[src/rtl/seg_pkg.sv]
// Shared constants for the seven-segment scan driver: digit count, segment
// bit positions and the hex-to-gfedcba lookup table.
package seg_pkg;

    localparam int NUM_DIGITS = 32'sd8;
    localparam int SEG_DP     = 32'sd7;

    // Entry [n] is the gfedcba pattern for nibble value n.
    localparam logic [15:0][6:0] HEX_SEG_TABLE = {
        7'h71, 7'h79, 7'h5E, 7'h39, 7'h7C, 7'h77, 7'h6F, 7'h7F,
        7'h07, 7'h7D, 7'h6D, 7'h66, 7'h4F, 7'h5B, 7'h06, 7'h3F
    };

endpackage

[src/rtl/seg_hex_decode.sv]
// Combinational nibble to seven-segment (gfedcba, active-high) decoder.
module seg_hex_decode
    import seg_pkg::*;
(
    input  logic [3:0] nibble,
    output logic [6:0] segs
);

    // Table lookup on the current nibble.
    always_comb begin
        segs = HEX_SEG_TABLE[nibble];
    end

endmodule

[src/rtl/seg_scan_drv.sv]
// Eight-digit multiplexed seven-segment scan driver with per-frame snapshot,
// inter-digit blanking, leading-zero suppression and per-digit blinking.
module seg_scan_drv
    import seg_pkg::*;
#(
    parameter int DWELL      = 5,
    parameter int BLINK_HALF = 2500
) (
    input  logic        clk_10khz,
    input  logic        rst,
    input  logic [31:0] data,
    input  logic [7:0]  dp,
    input  logic [7:0]  blink,
    input  logic        lz_en,
    output logic [7:0]  an,
    output logic [7:0]  seg,
    output logic        frame_start
);

    localparam int CW = $clog2(DWELL);
    localparam int BW = $clog2(BLINK_HALF + 1);
    localparam logic [CW-1:0] C_LAST  = CW'(DWELL - 1);
    localparam logic [CW-1:0] C_ZERO  = {CW{1'b0}};
    localparam logic [BW-1:0] BC_LAST = BW'(BLINK_HALF - 1);
    localparam logic [BW-1:0] BC_ZERO = {BW{1'b0}};

    logic [2:0]    d_r;
    logic [CW-1:0] c_r;
    logic [31:0]   snap_data_r;
    logic [7:0]    snap_dp_r;
    logic [7:0]    snap_blink_r;
    logic          snap_lz_r;
    logic [BW-1:0] bc_r;
    logic          phase_r;
    logic [7:0]    an_r;
    logic [7:0]    seg_r;
    logic          frame_start_r;

    logic          frame_edge_s;
    logic [3:0]    nibble_s;
    logic [6:0]    hex_seg_s;
    logic [7:0]    lz_mask_s;
    logic [7:0]    an_nxt_s;
    logic [7:0]    seg_nxt_s;

    assign frame_edge_s = (d_r == 3'd0) && (c_r == C_ZERO);
    assign nibble_s     = snap_data_r[{d_r, 2'b00} +: 4];

    seg_hex_decode u_hex (
        .nibble (nibble_s),
        .segs   (hex_seg_s)
    );

    // Digit slot counter and digit index.
    always_ff @(posedge clk_10khz or posedge rst) begin
        if (rst) begin
            d_r <= 3'd0;
            c_r <= C_ZERO;
        end else if (c_r == C_LAST) begin
            c_r <= C_ZERO;
            d_r <= d_r + 3'd1;
        end else begin
            c_r <= c_r + {{(CW-1){1'b0}}, 1'b1};
        end
    end

    // Frame snapshot so a frame never mixes old and new inputs.
    always_ff @(posedge clk_10khz or posedge rst) begin
        if (rst) begin
            snap_data_r  <= 32'h0000_0000;
            snap_dp_r    <= 8'h00;
            snap_blink_r <= 8'h00;
            snap_lz_r    <= 1'b0;
        end else if (frame_edge_s) begin
            snap_data_r  <= data;
            snap_dp_r    <= dp;
            snap_blink_r <= blink;
            snap_lz_r    <= lz_en;
        end
    end

    // Free-running blink half-period counter and phase.
    always_ff @(posedge clk_10khz or posedge rst) begin
        if (rst) begin
            bc_r    <= BC_ZERO;
            phase_r <= 1'b0;
        end else if (bc_r == BC_LAST) begin
            bc_r    <= BC_ZERO;
            phase_r <= ~phase_r;
        end else begin
            bc_r    <= bc_r + {{(BW-1){1'b0}}, 1'b1};
        end
    end

    // Digit k is blanked when it and every digit to its left hold zero.
    always_comb begin
        logic zero_run;
        zero_run  = 1'b1;
        lz_mask_s = 8'h00;
        for (int k = NUM_DIGITS - 1; k >= 1; k--) begin
            zero_run     = zero_run && (snap_data_r[4*k +: 4] == 4'h0);
            lz_mask_s[k] = zero_run;
        end
    end

    // Next output value: blank slot > blink > leading-zero > decode.
    always_comb begin
        an_nxt_s  = 8'h00;
        seg_nxt_s = 8'h00;
        if (c_r == C_ZERO) begin
            an_nxt_s  = 8'h00;
            seg_nxt_s = 8'h00;
        end else begin
            an_nxt_s = 8'h01 << d_r;
            if (phase_r && snap_blink_r[d_r]) begin
                seg_nxt_s = 8'h00;
            end else if (snap_lz_r && lz_mask_s[d_r]) begin
                seg_nxt_s         = 8'h00;
                seg_nxt_s[SEG_DP] = snap_dp_r[d_r];
            end else begin
                seg_nxt_s[6:0]    = hex_seg_s;
                seg_nxt_s[SEG_DP] = snap_dp_r[d_r];
            end
        end
    end

    // Output registers, one cycle behind the scan state.
    always_ff @(posedge clk_10khz or posedge rst) begin
        if (rst) begin
            an_r          <= 8'h00;
            seg_r         <= 8'h00;
            frame_start_r <= 1'b0;
        end else begin
            an_r          <= an_nxt_s;
            seg_r         <= seg_nxt_s;
            frame_start_r <= frame_edge_s;
        end
    end

    assign an          = an_r;
    assign seg         = seg_r;
    assign frame_start = frame_start_r;

endmodule

[config.mk]
export PLATFORM = sky130hd
export DESIGN_NAME = seg_scan_drv
export DESIGN_NICKNAME = d
export VERILOG_FILES = /design/src/rtl/seg_pkg.sv /design/src/rtl/seg_hex_decode.sv /design/src/rtl/seg_scan_drv.sv
export SDC_FILE = /design/constraint.sdc
export NUM_CORES = 1
export LEC_CHECK = 0
export BUFFER_PORTS_ARGS = -buffer_cell sky130_fd_sc_hd__buf_2
export CORE_ASPECT_RATIO = 1.4
export CORE_MARGIN = 3
export CORE_UTILIZATION = 51
export CTS_BUF_LIST = sky130_fd_sc_hd__clkbuf_8
export DETAILED_ROUTE_END_ITERATION = 6
export PLACE_DENSITY = 0.72
export SYNTH_ARGS = -nofsm -noshare
export SYNTH_HDL_FRONTEND = slang
export SYNTH_SLANG_ARGS = --single-unit
[constraint.sdc]
create_clock -name clk_10khz -period 7.03 [get_ports clk_10khz]
set_input_delay 0.3515 -clock clk_10khz [delete_from_list [all_inputs] [get_ports clk_10khz]]
set_output_delay 0.3515 -clock clk_10khz [all_outputs]
set_load 0.03 [all_outputs]
==> results.sh, run 1 <==
export IMPL_hold_path_class="input port to register"
export IMPL_port_buffer_count=67
export IMPL_rr_worst_depth=6
export IMPL_slew_headroom_pct=31.6
export IMPL_ys_ff_latch=85
export IMPL_drt_iter0_drc=196
export IMPL_synth_fp_nets=355
export IMPL_grt_pass1_wl_um=12900
export IMPL_die_y_um=111
export IMPL_viasPerCell=5.36
export IMPL_die_area_um2=8910
export IMPL_hp_start="blink[0]"
export IMPL_vias=2448
export IMPL_wire_per_inst_um=16.4
export IMPL_synth_cell_type_count=39
export IMPL_clock_latency_ns=0.36
export IMPL_drc=0
export IMPL_cts_resized=0
export IMPL_diodes=0
export IMPL_fmax_mhz=325
export IMPL_r2r_start="d_r[0]$_DFFE_PP0P_"
export IMPL_hpwl_um=5400
export IMPL_grt_overflow=0
export IMPL_initial_core_util_pct=53.4
export IMPL_fin_crit_ns=3.08
export IMPL_dp_slack_ns=3.94
export IMPL_grt_setup_unrepaired="no"
export IMPL_fin_skew_ns=0.0104
export IMPL_rows=37
export IMPL_synth_compound_area_share_pct=3.71
export IMPL_syn_avg_cell_area_um2=13.8
export IMPL_crit_slowest_cell="dfrtp_1"
export IMPL_min_to="snap_blink_r[0]$_DFFE_PP0P_"
export IMPL_routed_wl_um=7490
export IMPL_leakagePower_uw=0.00211
export IMPL_post_cts_buffers=0
export IMPL_drt_antenna_violating_nets=0
export IMPL_synth_top_area_share_pct=53.5
export IMPL_max_stage_delay_ns=0.86
export IMPL_synth_area_leaders="dfrtp_1 53%, mux2_2 15%, mux4_2 6.2%"
export IMPL_coreArea_um2=7450
export IMPL_finalCritPeriodShare_pct=43.8
export IMPL_synthTopCellsByCount="85 x dfrtp_1, 52 x mux2_2, 15 x ha_1"
export IMPL_clk_path_buf_depth=2
export IMPL_status="finished clean"
export IMPL_finalSetupTns_ns=0
export IMPL_synth_edf_count=0
export IMPL_critPathLaunchType="register"
export IMPL_r2r_end="seg[3]$_DFF_PP0_"
export IMPL_finish_utilization_pct=61.6
export IMPL_peakVddDrop_mv=0.156
export IMPL_min_path_cells=2
export IMPL_setup_viol=0
export IMPL_place_area_um2=4360
export IMPL_drv_cap=0
export IMPL_syn_area_um2=3980
export IMPL_slew_violations=0
export IMPL_grt_use_total_pct=18.9
export IMPL_synthSimpleGateAreaFrac_pct=8.40
export IMPL_cp_required_ns=7.28
export IMPL_worstPathArrival_ns=3.33
export IMPL_hold_viol=0
export IMPL_hold_buffers=0
export IMPL_cp_end_kind="register"
export IMPL_drive_gt1_share_pct=42.5
export IMPL_synth_fa_ha_area_share_pct=4.72
export IMPL_die_width_um=80.7
export IMPL_seq_area_frac_synth_pct=53.5
export IMPL_synth_ff_type="dfrtp_1"
export IMPL_yosys_warnings=0
export IMPL_synth_top_family_by_area="multiplexers"
export IMPL_numCtsBuffers=9
export IMPL_muxShareOfSynthArea_pct=23.7
export IMPL_ys_async_sr_fraction_pct=100
export IMPL_grt_pass1_vias=2635
export IMPL_critPathKind="register to register"
export IMPL_synthXorXnorAreaFrac_pct=2.64
export IMPL_synth_most_common_cell="dfrtp_1"
export IMPL_layout_nets=421
export IMPL_fin_area_um2=4590
export IMPL_crit_chain="mux4_2 -> mux2i_1 -> inv_1 -> ha_1 -> mux2_2 -> a2111oi_1"
export IMPL_first_pass_iters=4
export IMPL_cts_root_buf="clkbuf_8"
export IMPL_io_pins=68
export IMPL_synth_top_area_cell="dfrtp_1"
export IMPL_r2r_slack_ns=3.95
export IMPL_syn_to_final_growth_pct=15.3
export IMPL_p_per_area_nw_per_um2=213
export IMPL_cts_tree="yes"
export IMPL_grt_antenna_before_repair=0
export IMPL_path_clk_slew_ns=0.08
export IMPL_finalPower_uw=975
export IMPL_grt_max_degree=86
export IMPL_syn_inst=289
export IMPL_place_congestion=0.829
export IMPL_htreeDepth=3
export IMPL_fin_ws_ns=3.95
export IMPL_clkSinkCount=85
export IMPL_worstMarginPinSlew_ns=1.03
export IMPL_cp_max_fo=17
## area by class of cell
cell class / count / area, um2
sequential: 85 / 2130
clock buffer: 11 / 151
inverter: 11 / 42.5
tap: 97 / 121
fill: 586 / 2870
multi-input combinational: 179 / 1720
timing repair buffer: 69 / 350
clock inverter: 5 / 73.8
## how the worst max path moves through the flow
stage / startpoint / to / slack, ns / depth (start not counted)
floorplan: d_r[0]$_DFFE_PP0P_ / seg[3]$_DFF_PP0_ / 4.44 / 8
global placement: d_r[0]$_DFFE_PP0P_ / seg[3]$_DFF_PP0_ / 4.01 / 6
detailed placement: d_r[0]$_DFFE_PP0P_ / seg[3]$_DFF_PP0_ / 3.94 / 6
CTS: d_r[0]$_DFFE_PP0P_ / seg[3]$_DFF_PP0_ / 3.92 / 6
global route: d_r[0]$_DFFE_PP0P_ / seg[3]$_DFF_PP0_ / 3.67 / 6
finish: d_r[0]$_DFFE_PP0P_ / seg[3]$_DFF_PP0_ / 3.95 / 6
## per-layer routing
layer  global-route usage (%)  part of all wire (%)  vias up
met3                     5.22                   4.1       12
met2                     31.4                    52       54
met5                        0                     0        -
met1                     22.9                    42     1213
met4                     7.55                   1.7        0
li1                         -                     -     1169
## critical path: cells and delay by family (launching register included)
kind | cells | cell delay [ns]
mux | 3 | 1.33
flops | 1 | 0.86
compound gates | 1 | 0.36
fa+ha+maj | 1 | 0.28
buf+inv | 1 | 0.14
## flip-flops by register name (all words and copies together), names as in the netlist
name and count:
frame_start 1, c_r 3, seg 8, phase_r 1
bc_r 12, snap_blink_r 8, snap_dp_r 8, snap_lz_r 1
snap_data_r 32, an 8, d_r 3
## through the flow
step | hold slack (ns) | std cells
6_report | 0.214 | 457
4_1_cts | 0.202 | 457
3_3_place_gp | 0.443 | 441
2_1_floorplan | 0.427 | 289
3_5_place_dp | 0.448 | 441
5_1_grt | 0.203 | 457
## cell families (layout without fill, tap and decap cells)
logic type,Yosys count,after routing
AO/OA/AOI/OAI,20,20
XOR/XNOR,12,12
adder cells (fa/ha/maj),15,15
buffers and inverters,25,96
flip-flops,85,85
multiplexers,71,71
AND/OR/NAND/NOR,61,61
## where the power goes
group          internal [uW]  switching (uW)
registers                507            12.9
logic                   36.4            36.2
clock network            217             166
## layout by cell type, fill, tap and decap left out, types with 3 or more instances in the layout
master / synthesis / layout
inv_1: 11 / 11
buf_2: 6 / 67
and3_1: 8 / 8
a211oi_1: 3 / 3
nand2_1: 10 / 10
ha_1: 15 / 15
dfrtp_1: 85 / 85
nor3_1: 4 / 4
o21ai_0: 3 / 3
clkinv_2: 0 / 3
mux2_2: 52 / 52
mux2i_1: 6 / 6
nor4_1: 7 / 7
nand3_1: 6 / 6
a21oi_1: 5 / 5
nor2_1: 11 / 11
xnor2_1: 9 / 9
clkbuf_8: 0 / 11
xor2_1: 3 / 3
mux4_2: 11 / 11
Power figures use the tool's default switching activity.
==> run 2, diff against run 1 <==
--- a/config.mk
+++ b/config.mk
@@ -11,7 +11,7 @@
 export CORE_UTILIZATION = 51
 export CTS_BUF_LIST = sky130_fd_sc_hd__clkbuf_8
 export DETAILED_ROUTE_END_ITERATION = 6
-export PLACE_DENSITY = 0.72
+export PLACE_DENSITY = 0.74
 export SYNTH_ARGS = -nofsm -noshare
 export SYNTH_HDL_FRONTEND = slang
 export SYNTH_SLANG_ARGS = --single-unit
==> constraint.sdc (replaced) <==
create_clock -name clk_10khz -period 2.8 [get_ports clk_10khz]
set_input_delay 0.14 -clock clk_10khz [delete_from_list [all_inputs] [get_ports clk_10khz]]
set_output_delay 0.14 -clock clk_10khz [all_outputs]
set_load 0.03 [all_outputs]
==> run 2 against run 1 <==
  * Fmax up 26%
  * Clock power up 130%
  * Global-route usage up 1.2 points
  * Clock skew up 0.0044 ns
  * Critical path type unchanged
  * First-iteration DRC count down 30%
  * Routed wire length up 11%
  * Highest routed layer unchanged
==> results.sh, run 2 (synthesis results as in run 1) <==
export IMPL_grt_pass1_wl_um=13500
export IMPL_regMostFlops="snap_data_r"
export IMPL_place_area_um2=4430
export IMPL_syn_to_final_growth_pct=26.5
export IMPL_drc=0
export IMPL_largest_register_ffs=32
export IMPL_share_comb_of_total_power_pct=9.7
export IMPL_cts_tree="yes"
export IMPL_grt_antenna_before_repair=0
export IMPL_p_per_area_nw_per_um2=482
export IMPL_layout_cells_non_filler=502
export IMPL_numCtsBuffers=9
export IMPL_diodes=0
export IMPL_clk_path_buf_depth=2
export IMPL_setup_viol=0
export IMPL_slew_headroom_pct=43.1
export IMPL_status="finished clean"
export IMPL_clkSinkCount=85
export IMPL_critPathKind="register to register"
export IMPL_finish_utilization_pct=67.5
export IMPL_grt_overflow=0
export IMPL_worstPathArrival_ns=2.67
export IMPL_critPathLaunchType="register"
export IMPL_wire_per_inst_um=16.6
export IMPL_hpwl_um=5490
export IMPL_internal_power_uw=1840
export IMPL_largestRegisters="snap_data_r (32), bc_r (12)"
export IMPL_drive_gt1_share_pct=39.3
export IMPL_path_clk_slew_ns=0.09
export IMPL_fin_area_um2=5030
export IMPL_coreArea_um2=7450
export IMPL_drt_iter0_drc=138
export IMPL_io_pins=68
export IMPL_crit_slowest_cell="mux4_2"
export IMPL_peakVddDrop_mv=0.372
export IMPL_initial_core_util_pct=53.4
export IMPL_min_path_cells=2
export IMPL_hp_start="data[30]"
export IMPL_worstMarginPinSlew_ns=0.848
export IMPL_first_pass_iters=4
export IMPL_cts_resized=0
export IMPL_multi_input_area_um2=1720
export IMPL_finalSetupTns_ns=0
export IMPL_fin_skew_ns=0.0148
export IMPL_seq_area_um2=2130
export IMPL_cp_required_ns=3.04
export IMPL_most_common_layout_cells="85 x dfrtp_1, 67 x buf_2, 52 x mux2_2"
export IMPL_rr_worst_depth=6
export IMPL_place_congestion=0.906
export IMPL_cp_end_kind="register"
export IMPL_crit_chain="mux4_2 -> mux2i_1 -> inv_1 -> ha_1 -> mux2_2 -> a2111oi_1"
export IMPL_drv_cap=0
export IMPL_fin_crit_ns=2.44
export IMPL_min_to="snap_data_r[30]$_DFFE_PP0P_"
export IMPL_cts_root_buf="clkbuf_8"
export IMPL_r2r_start="d_r[0]$_DFFE_PP0P_"
export IMPL_grt_use_total_pct=20.1
export IMPL_final_common_cell="dfrtp_1"
export IMPL_dp_cells=446
export IMPL_grt_setup_unrepaired="no"
export IMPL_port_buffer_count=67
export IMPL_die_area_um2=8910
export IMPL_r2r_end="seg[3]$_DFF_PP0_"
export IMPL_hold_viol=0
export IMPL_clock_latency_ns=0.36
export IMPL_cp_max_fo=7
export IMPL_max_stage_delay_ns=0.57
export IMPL_power_switching_share_pct=24.0
export IMPL_r2r_slack_ns=0.36
export IMPL_grt_pass1_vias=2785
export IMPL_die_width_um=80.7
export IMPL_vias=2641
export IMPL_clkPwrFrac_pct=36.6
export IMPL_finalCritPeriodShare_pct=87.0
export IMPL_viasPerCell=5.26
export IMPL_grt_max_degree=86
export IMPL_drt_antenna_violating_nets=0
export IMPL_layout_nets=466
export IMPL_finalPower_uw=2430
export IMPL_rows=37
export IMPL_p_switching_uw=584
export IMPL_routed_wl_um=8330
export IMPL_fill_cells=517
export IMPL_hold_path_class="input port to register"
export IMPL_slew_violations=0
export IMPL_leakagePower_uw=0.00229
export IMPL_htreeDepth=3
export IMPL_die_y_um=111
export IMPL_fmax_mhz=411
export IMPL_p_seq_share_pct=53.7
run 2: cell types whose count changed in the layout (fill, tap and decap cells not counted), sizes merged:
cell / before / now
clkinvlp: 0 / 3
bufinv: 2 / 1
clkbuf: 11 / 10
buf: 69 / 74
dlygate4sd3: 0 / 40
clkinv: 3 / 2
run 2: critical path: cells and delay by family, from the launching register on:
kind	cells	cell delay, ns
compound gates	1	0.36
fa+ha+maj	1	0.26
buf+inv	1	0.08
mux	3	1.04
flops	1	0.56
run 2: layer usage:
metal | vias to the layer above | global-route usage (%) | wire, um
li1 | 1262 | - | -
met1 | 1302 | 23.9 | 3280
met2 | 61 | 34.2 | 4520
met3 | 16 | 5.30 | 328
met4 | 0 | 7.89 | 197
met5 | - | 0 | 0
run 2: final cells by class:
| class | count | share of cell area [%] |
|---|---|---|
| Clock inverter | 6 | 1.39 |
| Multi-Input combinational cell | 179 | 34.2 |
| Inverter | 11 | 0.845 |
| Timing Repair Buffer | 114 | 16.2 |
| Sequential cell | 85 | 42.3 |
| Tap cell | 97 | 2.41 |
| Clock buffer | 10 | 2.73 |
run 2: worst max-delay path by stage:
| stage | startpoint | endpoint | slack (ns) |
|---|---|---|---|
| floorplan | d_r[0]$_DFFE_PP0P_ | seg[3]$_DFF_PP0_ | 0.21 |
| global placement | d_r[0]$_DFFE_PP0P_ | seg[2]$_DFF_PP0_ | 0.42 |
| detailed placement | d_r[0]$_DFFE_PP0P_ | seg[3]$_DFF_PP0_ | 0.39 |
| CTS | d_r[0]$_DFFE_PP0P_ | seg[3]$_DFF_PP0_ | 0.36 |
| global route | d_r[1]$_DFFE_PP0P_ | seg[3]$_DFF_PP0_ | 0.16 |
| finish | d_r[0]$_DFFE_PP0P_ | seg[3]$_DFF_PP0_ | 0.36 |
run 2: per-stage QoR:
stage / worst slack, ns / hold WS [ns]
after floorplan: 0.214 / 0.292
after global placement: 0.417 / 0.264
after detailed placement: 0.391 / 0.271
after CTS: 0.359 / 0.0000251
after global routing: 0.162 / 0.00958
final: 0.364 / 0.0213
run 2: repair_timing:
item,4_1_cts,5_1_grt
hold buffers,38,2
hold endpoints to repair,122,2
endpoints found under the setup margin,0,0
setup buffers,0,0
run 2: power by group through the flow:
stage | clock network (uW) | logic [uW] | registers, uW
after floorplan | 0 | 105 | 1330
after global placement | 0 | 187 | 1330
after detailed placement | 0 | 191 | 1330
after CTS | 921 | 232 | 1300
after global routing | 956 | 257 | 1310
final | 889 | 236 | 1300
==> run 3, diff against run 2 <==
--- a/config.mk
+++ b/config.mk
@@ -10,8 +10,10 @@
 export CORE_MARGIN = 3
 export CORE_UTILIZATION = 51
 export CTS_BUF_LIST = sky130_fd_sc_hd__clkbuf_8
+export CTS_CLUSTER_SIZE = 40
 export DETAILED_ROUTE_END_ITERATION = 6
-export PLACE_DENSITY = 0.74
+export GPL_ROUTABILITY_DRIVEN = 1
+export PLACE_DENSITY = 0.8
 export SYNTH_ARGS = -nofsm -noshare
 export SYNTH_HDL_FRONTEND = slang
 export SYNTH_SLANG_ARGS = --single-unit
==> run 3 against run 2 <==
  * Combinational power shrank 13%
  * Total power decreased by 8.3%
  * Critical endpoint unchanged
  * Sequential cell count is the same
  * Critical path type unchanged
  * Fmax down 4.4%
==> results.sh, run 3 (synthesis results as in run 1) <==
export IMPL_grt_use_met3_pct=5.06
export IMPL_crit_family="multiplexers"
export IMPL_power_switching_share_pct=24.1
export IMPL_diodes=0
export IMPL_fin_crit_ns=2.55
export IMPL_vias=2586
export IMPL_status="finished clean"
export IMPL_viasPerCell=5.41
export IMPL_fin_area_um2=4740
export IMPL_place_congestion=0.882
export IMPL_numCtsBuffers=9
export IMPL_peakVddDrop_mv=0.394
export IMPL_use_met2_pct=32.7
export IMPL_grt_use_total_pct=19.0
export IMPL_clock_latency_ns=0.36
export IMPL_drv_cap=0
export IMPL_critPathLaunchType="register"
export IMPL_worstPathArrival_ns=2.76
export IMPL_io_pins=68
export IMPL_place_area_um2=4420
export IMPL_cp_end_kind="register"
export IMPL_p_per_area_nw_per_um2=469
export IMPL_path_clk_slew_ns=0.08
export IMPL_syn_to_final_growth_pct=19.2
export IMPL_cp_required_ns=3.01
export IMPL_hold_buffers=17
export IMPL_hold_path_class="input port to async pin"
export IMPL_p_seq_share_pct=58.5
export IMPL_die_width_um=80.7
export IMPL_share_comb_of_total_power_pct=9.2
export IMPL_layout_nets=444
export IMPL_use_met1_pct=20.6
export IMPL_largest_register_ffs=32
export IMPL_grt_pass1_wl_um=12700
export IMPL_final_common_cell="dfrtp_1"
export IMPL_coreArea_um2=7450
export IMPL_port_buffer_count=67
export IMPL_routed_wl_um=7620
export IMPL_timing_hold_ws_ns=0.0128
export IMPL_drc=0
export IMPL_finalSetupTns_ns=0
export IMPL_setup_viol=0
export IMPL_clkSinkCount=85
export IMPL_leakagePower_uw=0.00218
export IMPL_clkPwrFrac_pct=32.2
export IMPL_first_pass_iters=4
export IMPL_max_stage_delay_ns=0.52
export IMPL_internal_power_uw=1690
export IMPL_grt_busiest_layer="met2"
export IMPL_cts_root_buf="clkbuf_8"
export IMPL_cts_tree="yes"
export IMPL_fmax_mhz=392
export IMPL_grt_setup_unrepaired="no"
export IMPL_die_area_um2=8910
export IMPL_htreeDepth=3
export IMPL_p_switching_uw=536
export IMPL_grt_overflow=0
export IMPL_finalCritPeriodShare_pct=91.0
export IMPL_drt_antenna_violating_nets=0
export IMPL_slew_violations=0
export IMPL_hold_viol=0
export IMPL_grt_max_degree=68
export IMPL_initial_core_util_pct=53.4
export IMPL_cp_num_buf_inv=1
export IMPL_drt_iter0_drc=76
export IMPL_drive_gt1_share_pct=41.2
export IMPL_cts_resized=0
export IMPL_die_y_um=111
export IMPL_grt_pass1_vias=2747
export IMPL_crit_chain="mux4_2 -> mux2i_1 -> inv_1 -> ha_1 -> mux2_2 -> a2111oi_1"
export IMPL_wire_per_inst_um=15.9
export IMPL_largestRegisters="snap_data_r (32), bc_r (12)"
export IMPL_rows=37
export IMPL_most_common_layout_cells="85 x dfrtp_1, 67 x buf_2, 52 x mux2_2"
export IMPL_slew_headroom_pct=27.1
export IMPL_fin_skew_ns=0.00940
export IMPL_regMostFlops="snap_data_r"
export IMPL_critPathKind="register to register"
export IMPL_post_cts_buffers=0
export IMPL_hpwl_um=5590
export IMPL_cp_max_fo=5
export IMPL_worstMarginPinSlew_ns=1.09
export IMPL_crit_slowest_cell="mux4_2"
export IMPL_clk_path_buf_depth=2
export IMPL_grt_antenna_before_repair=0
## run 3: cell count changes in the layout (fill, tap and decap cells not counted), sizes merged
cell / previous run / this run
dlygate4sd3: 40 / 17
bufinv: 1 / 0
clkinv: 2 / 3
clkbuf: 10 / 9
clkinvlp: 3 / 1
buf: 74 / 75
inv: 11 / 12
## run 3: cell type report
cell class,count,area [um2]
flip-flops and latches,85,2130
clock inverters,5,30.0
inverters,11,42.5
well taps,97,121
clock buffers,9,124
repair buffers,92,578
fillers,572,2710
multi-input cells,179,1720
## run 3: routing by layer
metal | share of wire [%] | wire [um]
met3 | 4.5 | 341
met4 | 3.8 | 291
met1 | 39 | 2940
met5 | 0 | 0
met2 | 53 | 4050
## run 3: power groups by stage
stage | clock [uW] | sequential [uW] | combinational, uW
floorplan | 0 | 1330 | 105
global placement | 0 | 1330 | 185
detailed placement | 0 | 1330 | 191
CTS | 743 | 1300 | 209
global route | 795 | 1310 | 228
finish | 718 | 1300 | 206
## run 3: path summary, 6_finish.rpt
path                                    start                          end  slack [ns]  depth (start not counted)
max reg2reg                d_r[1]$_DFFE_PP0P_             seg[3]$_DFF_PP0_        0.25                          6
max                        d_r[1]$_DFFE_PP0P_             seg[3]$_DFF_PP0_        0.25                          6
max in group asynchronous                 rst  snap_data_r[23]$_DFFE_PP0P_        1.98                          3
min reg2reg                  c_r[0]$_DFF_PP0_             c_r[0]$_DFF_PP0_        0.46                          1
min                                       rst            bc_r[9]$_DFF_PP0_        0.01                          2
min in group clk_10khz               data[27]  snap_data_r[27]$_DFFE_PP0P_        0.01                          2
## run 3: stage by stage
step | setup WS, ns | instances | utilization [%] | power, uW
CTS | 0.251 | 478 | 63.7 | 2250
detailed placement | 0.280 | 447 | 59.3 | 1520
finish | 0.251 | 478 | 63.7 | 2230
global placement | 0.423 | 447 | 59.3 | 1510
floorplan | 0.214 | 289 | - | 1440
global route | 0.155 | 478 | 63.7 | 2330
